`src/rtl/hazard_stall_unit.sv`:
```
// hazard_stall_unit
//   Decides each cycle whether the ID instruction may advance into ID/EXE
//   or must be held. It tracks the instructions in EXE and MEM with a
//   private two-slot scoreboard and counts stall and branch-flush cycles.
//
// Ports
//   clk, rst            clock (rising edge), asynchronous active-high reset
//   id_*                decoded fields of the instruction currently in ID
//   exe_b_taken         branch resolved taken in EXE this cycle
//   mem_freeze          data memory busy; the whole pipeline holds
//   fwd_en              forwarding unit active
//   hazard              data hazard on the ID instruction (combinational)
//   freeze_if           hold PC and IF/ID
//   flush_if            squash IF/ID
//   flush_id            load a bubble into ID/EXE
//   stall_cnt           saturating count of hazard-stalled cycles
//   flush_cnt           saturating count of branch-flush cycles
module hazard_stall_unit #(
  parameter int CNT_W = 32
) (
  input  logic             clk,
  input  logic             rst,
  input  logic             id_valid,
  input  logic [3:0]       id_src1,
  input  logic             id_use_src1,
  input  logic [3:0]       id_src2,
  input  logic             id_use_src2,
  input  logic [3:0]       id_dest,
  input  logic             id_wb_en,
  input  logic             id_mem_r_en,
  input  logic             exe_b_taken,
  input  logic             mem_freeze,
  input  logic             fwd_en,
  output logic             hazard,
  output logic             freeze_if,
  output logic             flush_if,
  output logic             flush_id,
  output logic [CNT_W-1:0] stall_cnt,
  output logic [CNT_W-1:0] flush_cnt
);

  typedef struct packed {
    logic       valid;
    logic [3:0] dest;
    logic       wb_en;
    logic       mem_r_en;
  } slot_t;

  slot_t slot_e, slot_m;

  // A slot matches a source only if it will write that register and the
  // ID instruction really reads it.
  function automatic logic src_match(slot_t s, logic [3:0] src, logic use_src);
    return s.valid & s.wb_en & use_src & (s.dest == src);
  endfunction

  logic hit_e, hit_m, raw;

  assign hit_e = src_match(slot_e, id_src1, id_use_src1) |
                 src_match(slot_e, id_src2, id_use_src2);
  assign hit_m = src_match(slot_m, id_src1, id_use_src1) |
                 src_match(slot_m, id_src2, id_use_src2);

  // With forwarding only a load still in EXE cannot supply its result in
  // time; without it any in-flight writer blocks. WB writers never block
  // because the register file writes before it reads.
  assign raw = fwd_en ? (slot_e.mem_r_en & hit_e) : (hit_e | hit_m);

  // A taken branch squashes the ID instruction, so it cannot stall.
  assign hazard    = id_valid & ~exe_b_taken & raw;
  assign freeze_if = hazard | mem_freeze;
  assign flush_if  = exe_b_taken & ~mem_freeze;
  assign flush_id  = (hazard | exe_b_taken) & ~mem_freeze;

  always_ff @(posedge clk or posedge rst) begin
    if (rst) begin
      slot_e <= '0;
      slot_m <= '0;
    end else if (!mem_freeze) begin
      slot_e.valid    <= id_valid & ~hazard & ~exe_b_taken;
      slot_e.dest     <= id_dest;
      slot_e.wb_en    <= id_wb_en;
      slot_e.mem_r_en <= id_mem_r_en;
      slot_m          <= slot_e;
    end
  end

  always_ff @(posedge clk or posedge rst) begin
    if (rst) begin
      stall_cnt <= '0;
      flush_cnt <= '0;
    end else if (!mem_freeze) begin
      if (hazard && (stall_cnt != '1))
        stall_cnt <= stall_cnt + 1'b1;
      if (exe_b_taken && (flush_cnt != '1))
        flush_cnt <= flush_cnt + 1'b1;
    end
  end

endmodule

```
`config.mk`:
```
export PLATFORM = sky130hd
export DESIGN_NAME = hazard_stall_unit
export DESIGN_NICKNAME = d
export VERILOG_FILES = /design/src/rtl/hazard_stall_unit.sv
export SDC_FILE = /design/constraint.sdc
export NUM_CORES = 1
export LEC_CHECK = 0
export ABC_AREA = 1
export BUFFER_PORTS_ARGS = -buffer_cell sky130_fd_sc_hd__buf_4
export CAP_MARGIN = 0
export CORE_MARGIN = 1.5
export CORE_UTILIZATION = 52
export CTS_BUF_LIST = sky130_fd_sc_hd__clkbuf_8
export CTS_CLUSTER_DIAMETER = 80
export DETAILED_ROUTE_END_ITERATION = 10
export GPL_TIMING_DRIVEN = 0
export PLACE_DENSITY = 0.79
export SLEW_MARGIN = 20
export SYNTH_ARGS = -nofsm -noshare
export SYNTH_HDL_FRONTEND = slang
export SYNTH_SLANG_ARGS = --single-unit
```
`constraint.sdc`:
```
create_clock -name clk -period 1.9 [get_ports clk]
set_input_delay 0.095 -clock clk [delete_from_list [all_inputs] [get_ports clk]]
set_output_delay 0.095 -clock clk [all_outputs]
set_load 0.02 [all_outputs]
```
==> results of run 1 <==
-- state kept, by name (all words and copies together) (netlist names) --
name / count
stall_cnt: 32
flush_cnt: 32
slot_m: 6
slot_e: 7
-- per-stage QoR --
step	cell area, um2	std cells	TNS (ns)	setup slack, ns	utilization
floorplan	4895	713	0	0.007971	-
global placement	5702	913	-8.560	-0.2706	0.6200
detailed placement	5777	916	-12.08	-0.3044	0.6282
CTS	6307	959	-0.001142	-0.001142	0.6859
global route	6676	985	-3.389	-0.1439	0.7260
finish	6676	985	-0.4670	-0.04860	0.7260
-- routing by layer --
metal,vias to the layer above,routed length [um]
met5,-,0
met4,0,202
met3,18,825
met2,173,6811
met1,2452,6947
li1,2541,-
-- what timing repair did --
item	CTS	global route
endpoints found under the setup margin	66	67
gates cloned	0	2
hold endpoints to repair	20	0
pin swaps	11	15
resized for setup	30	50
setup buffers	20	25
hold buffers	7	0
-- logic make-up (layout without fill, tap and decap cells) --
| group | after synthesis | count (layout) |
|---|---|---|
| flip-flops | 77 | 77 |
| buffers and inverters | 88 | 249 |
| AO/OA/AOI/OAI | 30 | 30 |
| XOR/XNOR | 48 | 48 |
| AND/OR/NAND/NOR | 468 | 468 |
| adder cells (fa/ha/maj) | 2 | 2 |
-- power groups by stage --
stage | combinational (mW) | clock [mW] | sequential [mW]
after floorplan | 0.342 | 0 | 1.98
after global placement | 0.693 | 0 | 1.91
after detailed placement | 0.732 | 0 | 1.91
after CTS | 0.801 | 1.28 | 1.87
after global routing | 0.931 | 1.34 | 1.89
final | 0.849 | 1.26 | 1.87
-- cell type report --
type | count | share of cell area
Inverter | 75 | 0.04273
Tap cell | 111 | 0.02080
Clock buffer | 9 | 0.01855
Multi-Input combinational cell | 548 | 0.4157
Clock inverter | 7 | 0.01124
Buffer | 13 | 0.01705
Timing Repair Buffer | 145 | 0.1812
Sequential cell | 77 | 0.2927
-- cell usage after synthesis, drive strengths merged --
master and instances:
dfrtp 77, and3 1, nand3 24, xor2 30, o21ai 27, o22ai 1
a21oi 1, nor2 75, nand2 312, inv 75, ha 2, a211oi 1
xnor2 18, nor4 5, buf 11, nor3 22, nand4 20, nand3b 9
clkbuf 2
-- how the worst min path moves through the flow --
stage | start | endpoint | slack (ns)
floorplan | mem_freeze | slot_m[1] | 0.20
global placement | id_dest[3] | slot_e[5] | 0.30
detailed placement | rst | flush_cnt[25] | 0.12
CTS | mem_freeze | slot_m[6] | 0.02
global route | mem_freeze | slot_m[6] | 0.03
finish | mem_freeze | slot_m[6] | 0.02
==> flow_metrics.env, run 1 <==
export IMPL_wl_per_cell_um=15.01
export IMPL_grt_use_met3=0.03273
export IMPL_use_met1=0.4304
export IMPL_synth_compound_area_frac=0.03379
export IMPL_drtIter0Drc=312
export IMPL_period_share=1.026
export IMPL_start_util=0.5314
export IMPL_synthXorXnorAreaFrac=0.08602
export IMPL_timing_critical_path_buf_inv=3
export IMPL_final_common_cell="nand2_1"
export IMPL_cts_sinks=77
export IMPL_drive_gt1_frac=0.2689
export IMPL_yosys_warnings=0
export IMPL_wl_mm=14.79
export IMPL_n_antenna_cell=0
export IMPL_p_total_mw=3.980
export IMPL_slew_violations=0
export IMPL_crit_chain="ha_4 -> nand3_4 -> nor2_4 -> nand3_4 -> nor2_4 -> nand4_1 -> buf_6 -> nand3_2 -> nor2_4 -> buf_12 -> buf_4 -> nand2_1 -> nand2_1"
export IMPL_seq_area_mm2=0.001954
export IMPL_drc=0
export IMPL_cp_depth=13
export IMPL_p_int_mw=2.725
export IMPL_yosys_area_share_simple=0.4037
export IMPL_clk_pin_slew_ns=0.09
export IMPL_synth_mux_area_frac=0
export IMPL_p_leak_nw=3.447
export IMPL_cts_root_buf="clkbuf_8"
export IMPL_io_pins=90
export IMPL_critical_path_class="reg2reg"
export IMPL_multi_input_area_mm2=0.002775
export IMPL_startpoint_type="register"
export IMPL_htree_levels=3
export IMPL_max_slew_margin=0.5759
export IMPL_yosysTopAreaCell="dfrtp_1"
export IMPL_grt_pass1_vias=4715
export IMPL_critPathLaunch="stall_cnt[1]"
export IMPL_clock_path_buffers=2
export IMPL_cts_buffers=9
export IMPL_gp_congestion=0.9746
export IMPL_critPathArrivalTime_ns=2.19
export IMPL_grt_total_usage=0.2896
export IMPL_yosys_register_bits=77
export IMPL_cts_tree="yes"
export IMPL_nNetsFinal=893
export IMPL_portBuffers=89
export IMPL_grt_pass1_wl_mm=22.91
export IMPL_required_ns=2.14
export IMPL_layout_setup_ws_ns=-0.04860
export IMPL_via_count=5184
export IMPL_run_status="finished with violations"
export IMPL_power_frac_clock=0.316
export IMPL_std_cell_rows=35
export IMPL_finalClockSkew_ns=0.01410
export IMPL_period_needed_ns=1.949
export IMPL_synth_area_leaders="dfrtp_1, nand2_1, nor2_1"
export IMPL_reg2reg_from="stall_cnt[1]"
export IMPL_syn_num_nets=737
export IMPL_synth_top_family_by_area="simple AND/OR/NAND/NOR gates"
export IMPL_die_w_um=99.95
export IMPL_netlist_area_leader_share=0.3943
export IMPL_slowest_delay_ns=0.39
export IMPL_drt_pre_antenna_iters=5
export IMPL_ys_seq_area_frac=0.3943
export IMPL_hp_class="in2reg"
export IMPL_comb_power_share=0.213
export IMPL_p_switching_mw=1.255
export IMPL_cp_common_cell="nor2_4"
export IMPL_syn_to_final_growth_pct=36.61
export IMPL_reg2reg_depth=13
export IMPL_worst_pin_slew_ns=0.6338
export IMPL_grt_max_degree=27
export IMPL_swShare=0.3152
export IMPL_core_area_mm2=0.009196
export IMPL_crit_fanout=8
export IMPL_final_cell_mix="nand2_1, buf_4, inv_1, nor2_1, dfrtp_1"
export IMPL_end_kind="register"
export IMPL_dp_hpwl_mm=10.35
export IMPL_antenna_found_initial=0
export IMPL_syn_inst=713
export IMPL_setup_viol=24
export IMPL_cpLargestDelayFamily="simple AND/OR/NAND/NOR gates"
export IMPL_viasPerCell=5.263
export IMPL_crit_end="stall_cnt[3]"
export IMPL_fillCellCount=738
export IMPL_violations="setup timing"
export IMPL_whs_path_depth=2
export IMPL_drv_cap=0
export IMPL_rsz0062_at_grt="true"
export IMPL_fmax_mhz=513.2
export IMPL_ant_nets=0
export IMPL_hold_viol=0
export IMPL_power_density_mw_per_mm2=596.1
export IMPL_overflow=0
export IMPL_use_met2=0.4458
export IMPL_avgSynthCellArea_um2=6.854
export IMPL_dieHeight_um=99.95
export IMPL_synthAdderAreaFrac=0.005120
export IMPL_vdd_drop_max_v=0.0007015
export IMPL_r2r_slack_ns=-0.05
export IMPL_hold_slack_ns=0.01981
export IMPL_die_area_mm2=0.009989
export IMPL_yosysUniqueCellTypes=29
export IMPL_r2r_end="stall_cnt[3]"
export IMPL_busiest_layer="met2"
export IMPL_cp_slowest_cell="dfrtp_1"
export IMPL_power_frac_seq=0.470
export IMPL_syn_area_mm2=0.004887
export IMPL_clkLatencyLatePin_ns=0.35
(Power assumes the default switching activity.)
==> run 2: changes to the inputs <==
--- a/config.mk
+++ b/config.mk
@@ -9,12 +9,12 @@
 export BUFFER_PORTS_ARGS = -buffer_cell sky130_fd_sc_hd__buf_4
 export CAP_MARGIN = 0
 export CORE_MARGIN = 1.5
-export CORE_UTILIZATION = 52
+export CORE_UTILIZATION = 40
 export CTS_BUF_LIST = sky130_fd_sc_hd__clkbuf_8
 export CTS_CLUSTER_DIAMETER = 80
 export DETAILED_ROUTE_END_ITERATION = 10
 export GPL_TIMING_DRIVEN = 0
-export PLACE_DENSITY = 0.79
+export PLACE_DENSITY = 0.64
 export SLEW_MARGIN = 20
 export SYNTH_ARGS = -nofsm -noshare
 export SYNTH_HDL_FRONTEND = slang
==> run 2 against run 1 <==
  * Critical path type unchanged
  * Largest power group unchanged
  * Highest routed layer unchanged
  * Final cell count is 2.6% higher
  * Sequential share of layout area increased by 0.64 points
  * Largest cell class unchanged
  * The flow still finishes with violations (setup timing)
  * Sequential power hardly changed
  * Sequential cell count did not move
  * Fmax grew 1.2%
==> flow_metrics.env, run 2 (synthesis results as in run 1) <==
export IMPL_p_leak_nw=3.339
export IMPL_ant_nets=0
export IMPL_die_area_mm2=0.01289
export IMPL_rsz0062_at_grt="true"
export IMPL_layout_setup_ws_ns=-0.02485
export IMPL_reg2reg_from="stall_cnt[1]"
export IMPL_grt_total_usage=0.2250
export IMPL_run_status="finished with violations"
export IMPL_top_regs="flush_cnt: 32 flops, stall_cnt: 32 flops, slot_e: 7 flops"
export IMPL_critPathArrivalTime_ns=2.21
export IMPL_cts_buffers=9
export IMPL_crit_fanout=7
export IMPL_critPathLaunch="stall_cnt[1]"
export IMPL_final_cell_mix="nand2_1, buf_4, inv_1, nor2_1, dfrtp_1"
export IMPL_clk_pin_slew_ns=0.09
export IMPL_std_cell_rows=40
export IMPL_drt_pre_antenna_iters=5
export IMPL_critical_path_class="reg2reg"
export IMPL_drive_gt1_frac=0.2639
export IMPL_place_area_mm2=0.005787
export IMPL_drc=0
export IMPL_wl_mm=13.93
export IMPL_overflow=0
export IMPL_antenna_found_initial=0
export IMPL_dp_hpwl_mm=10.22
export IMPL_worst_pin_slew_ns=0.6081
export IMPL_io_pins=90
export IMPL_wl_per_cell_um=13.78
export IMPL_die_w_um=113.5
export IMPL_n_antenna_cell=0
export IMPL_startpoint_type="register"
export IMPL_grt_pass1_wl_mm=23.21
export IMPL_grt_max_degree=33
export IMPL_required_ns=2.18
export IMPL_period_share=1.013
export IMPL_fillCellCount=1173
export IMPL_syn_to_final_growth_pct=34.05
export IMPL_gp_congestion=0.9242
export IMPL_portBuffers=89
export IMPL_finalSetupTns_ns=-0.02485
export IMPL_fmax_mhz=519.5
export IMPL_drtIter0Drc=277
export IMPL_dieHeight_um=113.5
export IMPL_clock_path_buffers=2
export IMPL_nNetsFinal=883
export IMPL_hold_viol=0
export IMPL_grt_pass1_vias=4886
export IMPL_cts_tree="yes"
export IMPL_max_slew_margin=0.5931
export IMPL_drv_cap=0
export IMPL_setup_viol=1
export IMPL_utilization=0.5477
export IMPL_clkLatencyLatePin_ns=0.38
export IMPL_end_kind="register"
export IMPL_viasPerCell=5.009
export IMPL_min_from="exe_b_taken"
export IMPL_core_area_mm2=0.01196
export IMPL_power_density_mw_per_mm2=596.5
export IMPL_slew_violations=0
export IMPL_vdd_drop_max_v=0.0003414
export IMPL_fin_area_mm2=0.006551
export IMPL_pre_cts_ws_ns=-0.2949
export IMPL_htree_levels=3
export IMPL_finalClockSkew_ns=0.008696
export IMPL_period_needed_ns=1.925
export IMPL_cts_sinks=77
export IMPL_start_util=0.4086
export IMPL_final_common_cell="nand2_1"
export IMPL_violations="setup timing"
export IMPL_via_count=5064
export IMPL_hp_class="in2reg"
export IMPL_cts_root_buf="clkbuf_8"
-- run 2: layout make-up --
| cell class | instances | area, um2 | area share |
|---|---|---|---|
| Buffer | 13 | 116.4 | 0.01776 |
| Clock buffer | 10 | 137.6 | 0.02101 |
| Clock inverter | 6 | 47.55 | 0.007257 |
| Inverter | 75 | 285.3 | 0.04354 |
| Multi-Input combinational cell | 548 | 2746 | 0.4192 |
| Sequential cell | 77 | 1959 | 0.2991 |
| Tap cell | 147 | 183.9 | 0.02807 |
| Timing Repair Buffer | 135 | 1075 | 0.1641 |
-- run 2: worst paths after layout --
path	endpoint	slack [ns]	cells after the start
worst min-delay path	slot_e[6]	0.18	4
max in group asynchronous	flush_cnt[17]	0.90	5
worst min register to register	slot_m[6]	0.51	2
worst max-delay path	stall_cnt[6]	-0.02	13
min in group asynchronous	flush_cnt[31]	0.27	3
worst max register to register	stall_cnt[6]	-0.02	13
-- run 2: worst max-delay path, stage by stage (launching register included) --
cell and delay [ns]:
dfrtp_1 0.40, ha_4 0.17, nand3_4 0.10, nor2_4 0.13
nand3_1 0.13, nor2_2 0.14, nand4_1 0.10, buf_4 0.17
nand3_2 0.08, nor2_4 0.08, buf_4 0.14, buf_4 0.12
nand2_1 0.05, nand2_1 0.04
-- run 2: layer usage --
metal | up-vias | part of all wire | track usage
li1 | 2513 | - | -
met1 | 2369 | 0.47 | 0.3073
met2 | 157 | 0.46 | 0.3618
met3 | 25 | 0.057 | 0.04251
met4 | 0 | 0.016 | 0.07250
met5 | - | 0 | 0
-- run 2: stage by stage --
| stage | instances | power [mW] | hold WS (ns) |
|---|---|---|---|
| floorplan | 713 | 2.327 | 0.2026 |
| global placement | 949 | 2.603 | 0.2926 |
| detailed placement | 951 | 2.629 | 0.1269 |
| CTS | 987 | 3.869 | 0.1689 |
| global route | 1011 | 4.120 | 0.2007 |
| finish | 1011 | 3.908 | 0.1805 |
-- run 2: power by group --
| group | switching (mW) | internal (mW) | leakage, nW | total (mW) |
|---|---|---|---|---|
| registers | 0.115 | 1.75 | 0.994 | 1.87 |
| logic | 0.478 | 0.356 | 2.25 | 0.834 |
| clock network | 0.687 | 0.519 | 0.0928 | 1.21 |
| total | 1.28 | 2.63 | 3.34 | 3.91 |
-- run 2: timing repair --
item / in CTS / in global routing
setup endpoints to repair: 66 / 62
gates resized for setup: 24 / 52
hold endpoints to repair: 25 / 0
gates cloned: 0 / 3
setup buffers: 12 / 22
hold buffers: 8 / 0
pin swaps: 7 / 17
==> run 3: changes to the inputs <==
--- a/config.mk
+++ b/config.mk
@@ -6,15 +6,15 @@
 export NUM_CORES = 1
 export LEC_CHECK = 0
 export ABC_AREA = 1
-export BUFFER_PORTS_ARGS = -buffer_cell sky130_fd_sc_hd__buf_4
+export BUFFER_PORTS_ARGS = -buffer_cell sky130_fd_sc_hd__buf_2
 export CAP_MARGIN = 0
 export CORE_MARGIN = 1.5
-export CORE_UTILIZATION = 40
+export CORE_UTILIZATION = 52
 export CTS_BUF_LIST = sky130_fd_sc_hd__clkbuf_8
 export CTS_CLUSTER_DIAMETER = 80
 export DETAILED_ROUTE_END_ITERATION = 10
 export GPL_TIMING_DRIVEN = 0
-export PLACE_DENSITY = 0.64
+export PLACE_DENSITY = 0.79
 export SLEW_MARGIN = 20
 export SYNTH_ARGS = -nofsm -noshare
 export SYNTH_HDL_FRONTEND = slang
==> constraint.sdc (replaced) <==
create_clock -name clk -period 1.9 [get_ports clk]
set_input_delay 0.095 -clock clk [delete_from_list [all_inputs] [get_ports clk]]
set_output_delay 0.095 -clock clk [all_outputs]
set_load 0.1 [all_outputs]
==> run 3 against run 2 <==
  * The flow still finishes with violations (setup timing)
  * Global-route usage up 5.1 points
  * Critical endpoint is now flush_id
  * Highest routed layer unchanged
  * Critical path type is now reg2out
  * Routed wire length rose by 3.3%
  * Critical path depth shrank 3
  * Sequential share of layout area rose by 0.97 points
  * Largest cell class unchanged
  * Largest power group unchanged
==> flow_metrics.env, run 3 (synthesis results as in run 1) <==
export IMPL_io_pins=90
export IMPL_vdd_drop_max_v=0.0007400
export IMPL_drv_cap=0
export IMPL_wl_mm=14.38
export IMPL_via_count=5148
export IMPL_overflow=0
export IMPL_die_area_mm2=0.009989
export IMPL_rsz0062_at_grt="true"
export IMPL_slowest_delay_ns=0.43
export IMPL_end_kind="primary output"
export IMPL_final_common_cell="nand2_1"
export IMPL_portBuffers=89
export IMPL_reg2reg_depth=12
export IMPL_fillCellCount=740
export IMPL_crit_chain="nand2_1 -> o21ai_0 -> nand3b_1 -> nand2_1 -> nand2_1 -> nand2_2 -> buf_6 -> nand2_4 -> a21oi_4 -> buf_12"
export IMPL_drive_gt1_frac=0.3577
export IMPL_cts_root_buf="clkbuf_8"
export IMPL_top_regs="flush_cnt: 32 flops, stall_cnt: 32 flops, slot_e: 7 flops"
export IMPL_clk_pin_slew_ns=0.09
export IMPL_hold_viol=0
export IMPL_dieHeight_um=99.95
export IMPL_gp_congestion=1.035
export IMPL_grt_pass1_vias=4642
export IMPL_grt_total_usage=0.2758
export IMPL_setup_viol=31
export IMPL_std_cell_rows=35
export IMPL_antenna_found_initial=0
export IMPL_grt_pass1_wl_mm=22.06
export IMPL_cts_sinks=77
export IMPL_final_cell_mix="nand2_1, buf_2, inv_1, nor2_1"
export IMPL_p_leak_nw=3.387
export IMPL_dp_hpwl_mm=10.01
export IMPL_finalSetupTns_ns=-1.156
export IMPL_drtIter0Drc=232
export IMPL_cts_buffers=9
export IMPL_reg2reg_from="stall_cnt[0]"
export IMPL_drc=0
export IMPL_wl_per_cell_um=14.80
export IMPL_max_slew_margin=0.6452
export IMPL_startpoint_type="register"
export IMPL_fin_area_mm2=0.006721
export IMPL_layout_setup_ws_ns=-0.09975
export IMPL_r2r_end="stall_cnt[13]"
export IMPL_die_w_um=99.95
export IMPL_power_density_mw_per_mm2=692.1
export IMPL_fmax_mhz=500.1
export IMPL_n_antenna_cell=0
export IMPL_crit_fanout=4
export IMPL_ant_nets=0
export IMPL_required_ns=1.80
export IMPL_cp_slowest_cell="dfrtp_1"
export IMPL_critical_path_class="reg2out"
export IMPL_viasPerCell=5.296
export IMPL_worst_pin_slew_ns=0.5302
export IMPL_core_area_mm2=0.009196
export IMPL_r2r_slack_ns=-0.06
export IMPL_start_util=0.5314
export IMPL_nNetsFinal=880
export IMPL_syn_to_final_growth_pct=37.53
export IMPL_hp_class="in2reg"
export IMPL_period_share=1.052
export IMPL_min_from="mem_freeze"
export IMPL_critPathArrivalTime_ns=1.90
export IMPL_run_status="finished with violations"
export IMPL_cp_common_cell="nand2_1"
export IMPL_slew_violations=0
export IMPL_whs_path_depth=2
export IMPL_grt_max_degree=34
export IMPL_hold_end="slot_m[6]"
export IMPL_period_needed_ns=2.000
export IMPL_place_area_mm2=0.005778
export IMPL_cts_tree="yes"
export IMPL_violations="setup timing"
export IMPL_clock_path_buffers=2
export IMPL_drt_pre_antenna_iters=5
export IMPL_clkLatencyLatePin_ns=0.36
export IMPL_htree_levels=3
export IMPL_finalClockSkew_ns=0.008902
[run 3: report_power, final]
| group | internal, mW | switching, mW |
|---|---|---|
| registers | 1.79 | 0.139 |
| logic | 0.323 | 1.01 |
| clock network | 0.736 | 0.653 |
| total | 2.85 | 1.80 |
[run 3: area by class of cell]
type	count	area (um2)	share of cell area
multi-input combinational	548	2918	0.4341
sequential	77	2076	0.3088
timing repair buffer	132	947.2	0.1409
inverter	75	290.3	0.04319
tap	111	138.9	0.02066
buffer	13	136.4	0.02029
clock buffer	9	123.9	0.01843
clock inverter	7	91.34	0.01359
[run 3: timing repair]
action                     in CTS  in global routing
buffers inserted                9                 20
hold buffers                    7                  0
gates resized for setup        25                 79
gates cloned                    0                  5
pin swaps                      13                 26
hold endpoints to repair       20                  0
setup endpoints to repair      46                 57
[run 3: worst max path at each step]
stage                    from        to  slack (ns)
CTS                 slot_m[4]  flush_id       -0.08
detailed placement  slot_e[5]  flush_id       -0.15
global route        slot_m[4]  flush_id       -0.20
finish              slot_m[4]  flush_id        -0.1
floorplan           slot_e[5]  flush_id       -0.30
global placement    slot_m[4]  flush_id        -0.1
[run 3: per-stage QoR]
stage	utilization	hold slack, ns	worst slack [ns]	power (mW)	std cells
after floorplan	-	0.2026	-0.3042	2.935	713
after global placement	0.6239	0.2910	-0.09846	3.136	913
after detailed placement	0.6283	0.09007	-0.1525	3.183	915
after CTS	0.6785	0.05468	-0.07917	4.582	947
after global routing	0.7309	0.06716	-0.1995	4.825	972
final	0.7309	0.05318	-0.09975	4.652	972
[run 3: critical path, delay by kind of cell, from the launching register on]
family                 cells  cell delay (ns)
buffers and inverters      2             0.30
flip-flops                 1             0.43
AO/OA/AOI/OAI              2             0.28
AND/OR/NAND/NOR            6             0.54
[run 3: per-layer routing]
layer  wire [um]  vias to the layer above  track usage
li1            -                     2495            -
met1        6257                     2428       0.3721
met2        7041                      190       0.4474
met3         723                       35      0.03552
met4         360                        0       0.1213
met5           0                        -            0
